==> src/rtl/u_dly_coarse_prog.sv <==
// u_dly_coarse_prog: NUM_CH independent programmable coarse delay channels.
// Each channel delays its input by (o_sel_cur + 1) clock cycles. A new target
// select vector is accepted by a valid/ready handshake. The applied select
// then walks toward it one tap per STEP_CYC cycles, so the delay changes
// monotonically and in bounded steps.
//
// Ports:
//   i_clk       clock
//   i_rstn      asynchronous active-low reset
//   i_in        channel data in, channel c at [c*DW +: DW]
//   i_sel       target delay index, channel c at [c*SEL_W +: SEL_W]
//   i_sel_vld   i_sel is valid
//   o_sel_rdy   a new target is accepted (idle)
//   o_busy      stepping toward target (= ~o_sel_rdy)
//   o_sel_cur   currently applied delay index per channel
//   o_out       delayed data out (registered)
module u_dly_coarse_prog #(
  parameter int unsigned NUM_CH   = 4,
  parameter int unsigned DW       = 1,
  parameter int unsigned SEL_W    = 3,
  parameter int unsigned STEP_CYC = 4
) (
  input  logic                    i_clk,
  input  logic                    i_rstn,
  input  logic [NUM_CH*DW-1:0]    i_in,
  input  logic [NUM_CH*SEL_W-1:0] i_sel,
  input  logic                    i_sel_vld,
  output logic                    o_sel_rdy,
  output logic                    o_busy,
  output logic [NUM_CH*SEL_W-1:0] o_sel_cur,
  output logic [NUM_CH*DW-1:0]    o_out
);

  localparam int unsigned Taps = 2 ** SEL_W;
  localparam int unsigned CntW = (STEP_CYC > 1) ? $clog2(STEP_CYC) : 1;
  localparam logic [CntW-1:0] CntMax = CntW'(STEP_CYC - 1);

  typedef enum logic [0:0] {StIdle, StStep} state_e;

  state_e            state_q, state_d;
  logic [CntW-1:0]   cnt_q, cnt_d;
  logic              rdy_q, rdy_d;
  logic [SEL_W-1:0]  cur_q [NUM_CH];
  logic [SEL_W-1:0]  cur_d [NUM_CH];
  logic [SEL_W-1:0]  tgt_q [NUM_CH];
  logic [SEL_W-1:0]  tgt_d [NUM_CH];
  logic [DW-1:0]     dly_q [NUM_CH][Taps-1];
  logic [DW-1:0]     out_q [NUM_CH];
  logic [DW-1:0]     out_d [NUM_CH];
  logic              all_match;

  // Next-state for the select walker.
  always_comb begin
    all_match = 1'b1;
    for (int c = 0; c < NUM_CH; c++) begin
      if (cur_q[c] != tgt_q[c]) all_match = 1'b0;
    end

    state_d = state_q;
    cnt_d   = cnt_q;
    cur_d   = cur_q;
    tgt_d   = tgt_q;

    unique case (state_q)
      StIdle: begin
        if (i_sel_vld) begin
          for (int c = 0; c < NUM_CH; c++) tgt_d[c] = i_sel[c*SEL_W +: SEL_W];
          cnt_d   = '0;
          state_d = StStep;
        end
      end
      StStep: begin
        if (all_match) begin
          state_d = StIdle;
        end else if (cnt_q == CntMax) begin
          cnt_d = '0;
          // Each mismatched channel moves one tap toward its own target.
          for (int c = 0; c < NUM_CH; c++) begin
            if (cur_q[c] < tgt_q[c]) begin
              cur_d[c] = cur_q[c] + SEL_W'(1);
            end else if (cur_q[c] > tgt_q[c]) begin
              cur_d[c] = cur_q[c] - SEL_W'(1);
            end
          end
        end else begin
          cnt_d = cnt_q + CntW'(1);
        end
      end
      default: state_d = StIdle;
    endcase

    rdy_d = (state_d == StIdle);
  end

  always_ff @(posedge i_clk or negedge i_rstn) begin
    if (!i_rstn) begin
      state_q <= StIdle;
      cnt_q   <= '0;
      rdy_q   <= 1'b1;
      for (int c = 0; c < NUM_CH; c++) begin
        cur_q[c] <= '0;
        tgt_q[c] <= '0;
      end
    end else begin
      state_q <= state_d;
      cnt_q   <= cnt_d;
      rdy_q   <= rdy_d;
      cur_q   <= cur_d;
      tgt_q   <= tgt_d;
    end
  end

  // Output mux uses the select being written this edge, so o_out and
  // o_sel_cur always describe the same latency.
  always_comb begin
    for (int c = 0; c < NUM_CH; c++) begin
      out_d[c] = i_in[c*DW +: DW];
      for (int s = 1; s < Taps; s++) begin
        if (cur_d[c] == SEL_W'(s)) out_d[c] = dly_q[c][s-1];
      end
    end
  end

  always_ff @(posedge i_clk or negedge i_rstn) begin
    if (!i_rstn) begin
      for (int c = 0; c < NUM_CH; c++) begin
        out_q[c] <= '0;
        for (int s = 0; s < Taps - 1; s++) dly_q[c][s] <= '0;
      end
    end else begin
      for (int c = 0; c < NUM_CH; c++) begin
        out_q[c]    <= out_d[c];
        dly_q[c][0] <= i_in[c*DW +: DW];
        for (int s = 1; s < Taps - 1; s++) dly_q[c][s] <= dly_q[c][s-1];
      end
    end
  end

  assign o_sel_rdy = rdy_q;
  assign o_busy    = ~rdy_q;

  for (genvar g = 0; g < NUM_CH; g++) begin : g_pack
    assign o_sel_cur[g*SEL_W +: SEL_W] = cur_q[g];
    assign o_out[g*DW +: DW]           = out_q[g];
  end

endmodule

==> config.mk <==
export PLATFORM = sky130hd
export DESIGN_NAME = u_dly_coarse_prog
export DESIGN_NICKNAME = d
export VERILOG_FILES = /design/src/rtl/u_dly_coarse_prog.sv
export SDC_FILE = /design/constraint.sdc
export NUM_CORES = 1
export LEC_CHECK = 0
export CAP_MARGIN = 20
export CORE_MARGIN = 2
export CORE_UTILIZATION = 59
export DETAILED_ROUTE_END_ITERATION = 8
export MAX_ROUTING_LAYER = met4
export PLACE_DENSITY_LB_ADDON = 0.08
export SKIP_CTS_REPAIR_TIMING = 1
export SYNTH_ARGS = -nofsm -noshare
export SYNTH_HDL_FRONTEND = slang
export SYNTH_SLANG_ARGS = --single-unit
==> constraint.sdc <==
create_clock -name i_clk -period 5.4 [get_ports i_clk]
set_input_delay 1.08 -clock i_clk [delete_from_list [all_inputs] [get_ports i_clk]]
set_output_delay 1.08 -clock i_clk [all_outputs]
set_load 0.02 [all_outputs]
=== Yosys cells after proc, flatten, opt, wreduce, memory -nomap -nowiden ===
Index checks and enable logic that the tools add are counted.

* Register bits after elaboration: 60
* Memory bits (writable): 0
* Bits in latches: 0
* Memories: 0
* ROM bits: 0

* Bitwise gates (word level): 3
* Divide/modulo/power cells: 0
* Multiplexer cells: 50
* Equality and inequality tests: 35
* Shift operators: 0
* $lt $le $gt $ge: 8
* Multipliers: 0
* Reductions and logical operators: 2
* $add $sub $neg: 9

{| class="wikitable"
|+ Operators with widths
! cell !! count
|-
| equality test 3 bit, second input constant || 16
|-
| two-way mux 12 bit || 3
|-
| two-way mux 1 bit || 34
|-
| equality test 3 x 2 -> 1 bit, second input constant || 8
|-
| two-way mux 3 bit || 8
|-
| adder 3 x 1 -> 3 bit, second input constant || 4
|-
| equality test 3 x 1 -> 1 bit, second input constant || 4
|-
| > comparator 3 bit || 4
|-
| < comparator 3 bit || 4
|-
| inequality test 3 bit || 4
|-
| subtractor 3 x 1 -> 3 bit, second input constant || 4
|-
| two-way mux 2 bit || 3
|-
| inequality test 2 bit, second input constant || 2
|-
| case mux 2 bit (2 select lines) || 1
|-
| AND reduction 2 bit || 2
|-
| inverter 1 bit || 3
|-
| adder 2 x 1 -> 2 bit, second input constant || 1
|-
| equality test 2 bit, second input constant || 1
|-
| case mux 1 bit (2 select lines) || 1
|}

=== Depth between registers and ports, before layout ===
Gate-level depths: netlist (run 1).

* Depth after elaboration: 15
* Depth in mapped cells: 11
* Depth with buffers taken out: 11

=== Worst setup path after synthesis (run 1) ===
Ideal clock, no wire load.

* Kind: flip-flop to flip-flop
* Start point: register cur_q, in the netlist o_sel_cur[6]
* End point: register out_q, in the netlist o_out[2]
* Setup slack: 2721 ps
* Setup time: 125 ps
* Arrival time: 2555 ps
* Cell stages (with the launch flop): 11
* Cells stage by stage: dfrtp_1 > inv_1 > ha_1 > nand3_2 > or4_4 > nand3_2 > a21oi_2 > xnor2_2 > mux2i_1 > mux2i_1 > mux2_2

{| class="wikitable"
|+ RTL lines
! element !! line !! source
|-
| start: declaration || 43 || <nowiki>logic [SEL_W-1:0] cur_q [NUM_CH];</nowiki>
|-
| start signal: assignment || 108 || <nowiki>cur_q <= cur_d;</nowiki>
|-
| end signal: indexed assignment || 132 || <nowiki>out_q[c] <= out_d[c];</nowiki>
|-
| end: declaration || 48 || <nowiki>logic [DW-1:0] out_q [NUM_CH];</nowiki>
|}

==> impl_metrics.yaml, run 1 <==
critical_path:
  reg2reg_slack_ns: 2.14
  reg2reg_depth: 9
  reg2reg_to: "o_out[0]$_DFF_PN0_"
  startpoint_type: "flip-flop"
  reg2reg_from: "o_sel_cur[5]$_DFF_PN0_"
  crit_end: "o_out[0]$_DFF_PN0_"
  required_ns: 5.63
  critical_path_class: "reg2reg"
  end_kind: "flip-flop"
  cp-startpoint: "o_sel_cur[5]$_DFF_PN0_"
  cp_max_fo: 15
  crit_arrival_ns: 3.50
synth:
  syn_nets: 306
  yosysWarnings: 0
  synth-seq-area-share_pct: 52.3
  synth_area_um2: 2870
  synth.distinct_cells: 43
  avgSynthCellArea_um2: 10.8
  synth_async_sr_flop_share_pct: 100
  synth_ff_type: "dfrtp_1"
  synth_seq_cells: 60
  synth_edf_count: 0
  syn_inst: 266
sta:
  setup_violations: 0
  skew_ns: 0.00633
  rsz0062_at_grt: "no"
  min_period_ns: 3.26
  final_hold_viol_count: 0
  final.period_utilization_pct: 60.5
  tightest_slew_ns: 0.883
  fmax_mhz: 306
  whs_ns: 0.371
  setup_tns_ns: 0
  relSlewSlack_pct: 40.9
  slew_violations: 0
floorplanning:
  dieArea_um2: 5440
  core_um2: 4720
  initial_core_util_pct: 60.8
  die_h_um: 73.8
  rows: 25
  die_x_um: 73.8
  ioPinCount: 37
clock_network:
  cts_made_buffers: 9
  path_clk_slew_ns: 0.07
  clkLatencyLatePin_ns: 0.34
  cts_tree: "yes"
  ctsLongestPathBuffers: 2
  cts_root_buf: "clkbuf_8"
  ctsHtreeMaxLevel: 3
  cts_sinks: 60
placement:
  dp_hpwl_um: 3870
  place_area_um2: 3310
  gp_congestion: 0.793
  port_buffers: 36
  dp_cells: 367
power:
  power_density_nw_per_um2: 641
  internal_power_uw: 1320
  p_seq_share_pct: 30.5
  irDropWorstVdd_mv: 0.339
  netSwitchingPower_uw: 932
  clock_power_share_pct: 17.9
  comb_power_share_pct: 51.6
  switching_share_pct: 41.4
  p_leak_uw: 0.00165
flow_run:
  cap_violations: 0
route:
  drc_errors: 0
  route.met3.wl_um: 232
  dr_wl_met2_um: 2540
  drtIter0Drc: 85
  drtPass1Iterations: 4
  final_antenna_net_count: 0
  routedWlPerCell_um: 13.8
  viasPerCell: 5.23
  wl_um: 5290
  drt-met1-wl_um: 2450
  via_count: 2004
  maxUsedRoutingLayer: "met4"
grt:
  antenna_found_initial: 0
  grt_pass1_vias: 1919
  overflow: 0
  grt_pass1_wl_um: 8760
  grtUsageTotal_pct: 22.7
  grt_max_degree: 61
run_status:
  status: "complete, no violations"
hold_path:
  holdPathStages: 0
  min_path_type: "reg2reg"
layout:
  antenna-diode-count: 0
  fin_cells: 383
  drive_gt1_share_pct: 10.8
  syn_to_final_growth_pct: 22.2
  fin_area_um2: 3510
  final_nets: 351
==> power groups by stage <==
stage / combinational [µW] / sequential, µW / clock, µW
detailed placement: 1160 / 694 / 0
global placement: 1130 / 690 / 0
global route: 1300 / 704 / 436
floorplan: 775 / 745 / 0
finish: 1160 / 687 / 403
CTS: 1170 / 688 / 413
==> worst max-delay path, cell delays in order, from the launching register on <==
cell     delay (ns)
dfrtp_1        0.52
ha_1           0.40
nand3_2        0.13
nor4_2         0.06
nor2_1         0.68
o21ai_0        0.35
xor2_2         0.39
mux2i_1        0.26
mux2i_1        0.10
mux2_2         0.27
==> cells in the mapped netlist, types with 2 or more instances <==
cell type / number / area [µm²]
nand3_2: 4 / 40.0
nand3_1: 6 / 30.0
a21o_1: 2 / 15.0
mux2i_1: 13 / 130
nor2b_1: 3 / 18.8
inv_1: 28 / 105
clkbuf_1: 3 / 11.3
nor2_1: 4 / 15.0
a21oi_1: 8 / 40.0
nand2_1: 42 / 158
xnor2_1: 5 / 43.8
o21ai_0: 24 / 120
xor2_1: 2 / 17.5
mux2_2: 3 / 33.8
dfrtp_1: 59 / 1480
nand2b_1: 3 / 18.8
nor3_1: 3 / 15.0
ha_1: 21 / 263
mux4_1: 2 / 52.6
nand3b_1: 4 / 30.0
and3_1: 4 / 25.0
nand4_1: 2 / 12.5
==> metal layers <==
metal  up-vias  track usage (%)
li1       1005                -
met1       960             28.0
met2        30             33.7
met3         9             9.33
met4         0             8.48
met5         -                -
==> worst min path at each step <==
stage / startpoint / end / slack, ns
floorplan: dly_q[1]$_DFF_PN0_ / dly_q[0]$_DFF_PN0_ / 0.35
finish: dly_q[5]$_DFF_PN0_ / dly_q[4]$_DFF_PN0_ / 0.37
detailed placement: dly_q[3]$_DFF_PN0_ / dly_q[2]$_DFF_PN0_ / 0.36
global route: dly_q[20]$_DFF_PN0_ / dly_q[19]$_DFF_PN0_ / 0.38
global placement: dly_q[5]$_DFF_PN0_ / dly_q[4]$_DFF_PN0_ / 0.36
CTS: dly_q[20]$_DFF_PN0_ / dly_q[19]$_DFF_PN0_ / 0.38
==> final cells by class <==
class / instances / area [µm²]
Fill cell: 334 / 1210
Tap cell: 67 / 83.8
Inverter: 28 / 105
Clock buffer: 9 / 124
Clock inverter: 7 / 75.1
Multi-Input combinational cell: 174 / 1250
Timing Repair Buffer: 38 / 370
Sequential cell: 60 / 1500
==> cell usage in the layout, fill, tap and decap left out, types with 2 or more instances in the layout <==
| master | Yosys | final |
|---|---|---|
| dfrtp_1 | 59 | 59 |
| nand2_1 | 42 | 42 |
| clkdlybuf4s50_1 | 0 | 35 |
| inv_1 | 28 | 28 |
| o21ai_0 | 24 | 24 |
| ha_1 | 21 | 21 |
| mux2i_1 | 13 | 13 |
| clkbuf_8 | 0 | 9 |
| a21oi_1 | 8 | 8 |
| nand3_1 | 6 | 6 |
| xnor2_1 | 5 | 5 |
| nand3b_1 | 4 | 4 |
| nand3_2 | 4 | 4 |
| nor2_1 | 4 | 4 |
| and3_1 | 4 | 4 |
| nor2b_1 | 3 | 3 |
| nand2b_1 | 3 | 3 |
| nor3_1 | 3 | 3 |
| mux2_2 | 3 | 3 |
| clkinvlp_4 | 0 | 3 |
| xor2_1 | 2 | 2 |
| a21o_1 | 2 | 2 |
| mux4_1 | 2 | 2 |
| nand4_1 | 2 | 2 |
| inv_6 | 0 | 2 |
| buf_4 | 0 | 2 |
==> cells by family after synthesis <==
kind of cell / after synthesis / share of synthesized area, %
compound gates: 46 / 9.45
xor+xnor: 9 / 3.27
simple gates: 80 / 14.1
buf+inv: 32 / 4.18
fa+ha+maj: 21 / 9.15
flops: 60 / 52.3
mux: 18 / 7.53
==> state kept, by name (all words and copies together), names as in the netlist <==
register   count
dly_q         28
o_sel_cur     12
tgt_q         12
o_out          4
cnt_q          2
o_sel_rdy      1
state_q        1
==> stage by stage <==
stage / util, % / setup WS [ns] / power [µW]
2_1_floorplan: - / 2.72 / 1520
3_3_place_gp: 70.1 / 2.29 / 1820
3_5_place_dp: 70.1 / 2.17 / 1850
4_1_cts: 74.3 / 2.14 / 2270
5_1_grt: 74.3 / 1.85 / 2440
6_report: 74.3 / 2.14 / 2250
Note: power is estimated with default switching activity, not from simulation.
==> inputs of run 2 (changes only) <==
--- a/config.mk
+++ b/config.mk
@@ -7,7 +7,7 @@
 export LEC_CHECK = 0
 export CAP_MARGIN = 20
 export CORE_MARGIN = 2
-export CORE_UTILIZATION = 59
+export CORE_UTILIZATION = 55
 export DETAILED_ROUTE_END_ITERATION = 8
 export MAX_ROUTING_LAYER = met4
 export PLACE_DENSITY_LB_ADDON = 0.08
==> constraint.sdc (replaced) <==
create_clock -name i_clk -period 3.3 [get_ports i_clk]
set_input_delay 0.66 -clock i_clk [delete_from_list [all_inputs] [get_ports i_clk]]
set_output_delay 0.66 -clock i_clk [all_outputs]
set_load 0.02 [all_outputs]
==> impl_metrics.yaml, run 2 (synthesis gave the netlist of run 1 again) <==
run_status:
  status: "complete, no violations"
hold_path:
  min-delay-start: "dly_q[15]$_DFF_PN0_"
  holdPathStages: 0
  hold_end: "dly_q[14]$_DFF_PN0_"
  min_path_type: "reg2reg"
sta:
  final.period_utilization_pct: 86.8
  setup_tns_ns: 0
  fmax_mhz: 349
  tightest_slew_ns: 0.767
  relSlewSlack_pct: 48.8
  final_hold_viol_count: 0
  slew_violations: 0
  setup_violations: 0
  rsz0062_at_grt: "no"
  min_period_ns: 2.86
  skew_ns: 0.0104
critical_path:
  reg2reg_slack_ns: 0.44
  cp_max_fo: 9
  cpLargestDelayFamily: "multiplexers"
  required_ns: 3.53
  crit_arrival_ns: 3.09
  reg2reg_to: "o_out[3]$_DFF_PN0_"
  end_kind: "flip-flop"
  critPathBufInv: 0
  max_stage_delay_ns: 0.61
  startpoint_type: "flip-flop"
  critical_path_class: "reg2reg"
  reg2reg_depth: 8
  critPathSlowestCell: "mux4_1"
  crit_chain: "ha_1 -> nand3_2 -> nor4_2 -> nor2_1 -> o21ai_2 -> xnor2_1 -> mux4_1 -> mux2_2"
  reg2reg_from: "o_sel_cur[4]$_DFF_PN0_"
layout:
  final_nets: 354
  regMostFlops: "dly_q"
  fin_area_um2: 3560
  drive_gt1_share_pct: 11.6
  layout_common_cells: "dfrtp_1, nand2_1, clkdlybuf4s50_1"
  fin_cells: 389
  syn_to_final_growth_pct: 24.0
  antenna-diode-count: 0
  largest_register_ffs: 28
  layout_commonest_cell: "dfrtp_1"
placement:
  dp_hpwl_um: 4090
  port_buffers: 36
  gp_congestion: 0.837
  place_area_um2: 3340
  dp_cells: 373
clock_network:
  cts_made_buffers: 9
  cts_root_buf: "clkbuf_8"
  cts_sinks: 60
  ctsHtreeMaxLevel: 3
  ctsLongestPathBuffers: 2
  clkLatencyLatePin_ns: 0.34
  path_clk_slew_ns: 0.08
  cts_tree: "yes"
flow_run:
  cap_violations: 0
grt:
  overflow: 0
  grt_use_met3_pct: 4.62
  grt_pass1_wl_um: 9340
  use_met1_pct: 27.1
  gr-max-usage-layer: "met2"
  grt_use_met2_pct: 32.8
  grtUsageTotal_pct: 21.4
  antenna_found_initial: 0
  grt_max_degree: 35
  grt_pass1_vias: 2010
power:
  irDropWorstVdd_mv: 0.601
  internal_power_uw: 2260
  clock_power_share_pct: 19.2
  switching_share_pct: 40.5
  comb_power_share_pct: 51.5
  p_seq_share_pct: 29.3
  netSwitchingPower_uw: 1540
  p_leak_uw: 0.00168
  power_density_nw_per_um2: 1070
route:
  drtIter0Drc: 115
  routedWlPerCell_um: 14.2
  drtPass1Iterations: 5
  viasPerCell: 5.14
  wl_um: 5520
  via_count: 1999
  final_antenna_net_count: 0
  drc_errors: 0
floorplanning:
  die_x_um: 76.3
  dieArea_um2: 5820
  initial_core_util_pct: 56.6
  rows: 26
  core_um2: 5070
  die_h_um: 76.3
  ioPinCount: 37
[run 2: how the worst max path moves through the flow]
stage                                       from                 end  cells after the start  slack [ns]
after floorplan           o_sel_cur[6]$_DFF_PN0_  o_out[2]$_DFF_PN0_                     10        0.62
after global placement    o_sel_cur[4]$_DFF_PN0_  o_out[3]$_DFF_PN0_                      8        0.50
after detailed placement  o_sel_cur[4]$_DFF_PN0_  o_out[3]$_DFF_PN0_                      8        0.41
after CTS                 o_sel_cur[4]$_DFF_PN0_  o_out[3]$_DFF_PN0_                      8        0.39
after global routing      o_sel_cur[4]$_DFF_PN0_  o_out[3]$_DFF_PN0_                      8        0.26
final                     o_sel_cur[4]$_DFF_PN0_  o_out[3]$_DFF_PN0_                      8        0.44
[run 2: per-stage QoR]
step	total power, µW	utilization [%]	setup slack [ns]	hold slack (ns)
after detailed placement	3080	65.8	0.409	0.360
after floorplan	2490	-	0.621	0.346
final	3800	70.2	0.436	0.377
after global routing	4100	70.2	0.262	0.383
after global placement	3030	65.8	0.495	0.358
after CTS	3830	70.2	0.392	0.378
[run 2: metal layers]
metal / vias to the layer above / share of wire, %
met2: 38 / 49
met3: 11 / 3.9
li1: 1001 / -
met1: 949 / 45
met5: - / 0
met4: 0 / 2.2
[run 2: final cells by class]
| type | instances | area [µm²] |
|---|---|---|
| Sequential cell | 60 | 1500 |
| Tap cell | 70 | 87.6 |
| Clock buffer | 9 | 124 |
| Fill cell | 398 | 1510 |
| Multi-Input combinational cell | 174 | 1250 |
| Inverter | 28 | 105 |
| Clock inverter | 7 | 101 |
| Timing Repair Buffer | 41 | 393 |
[run 2: power groups by stage]
stage	registers [µW]	logic, µW	clock network (µW)
after floorplan	1220	1270	0
after global placement	1120	1910	0
after detailed placement	1130	1960	0
after CTS	1120	1970	741
after global routing	1140	2180	779
final	1110	1960	728
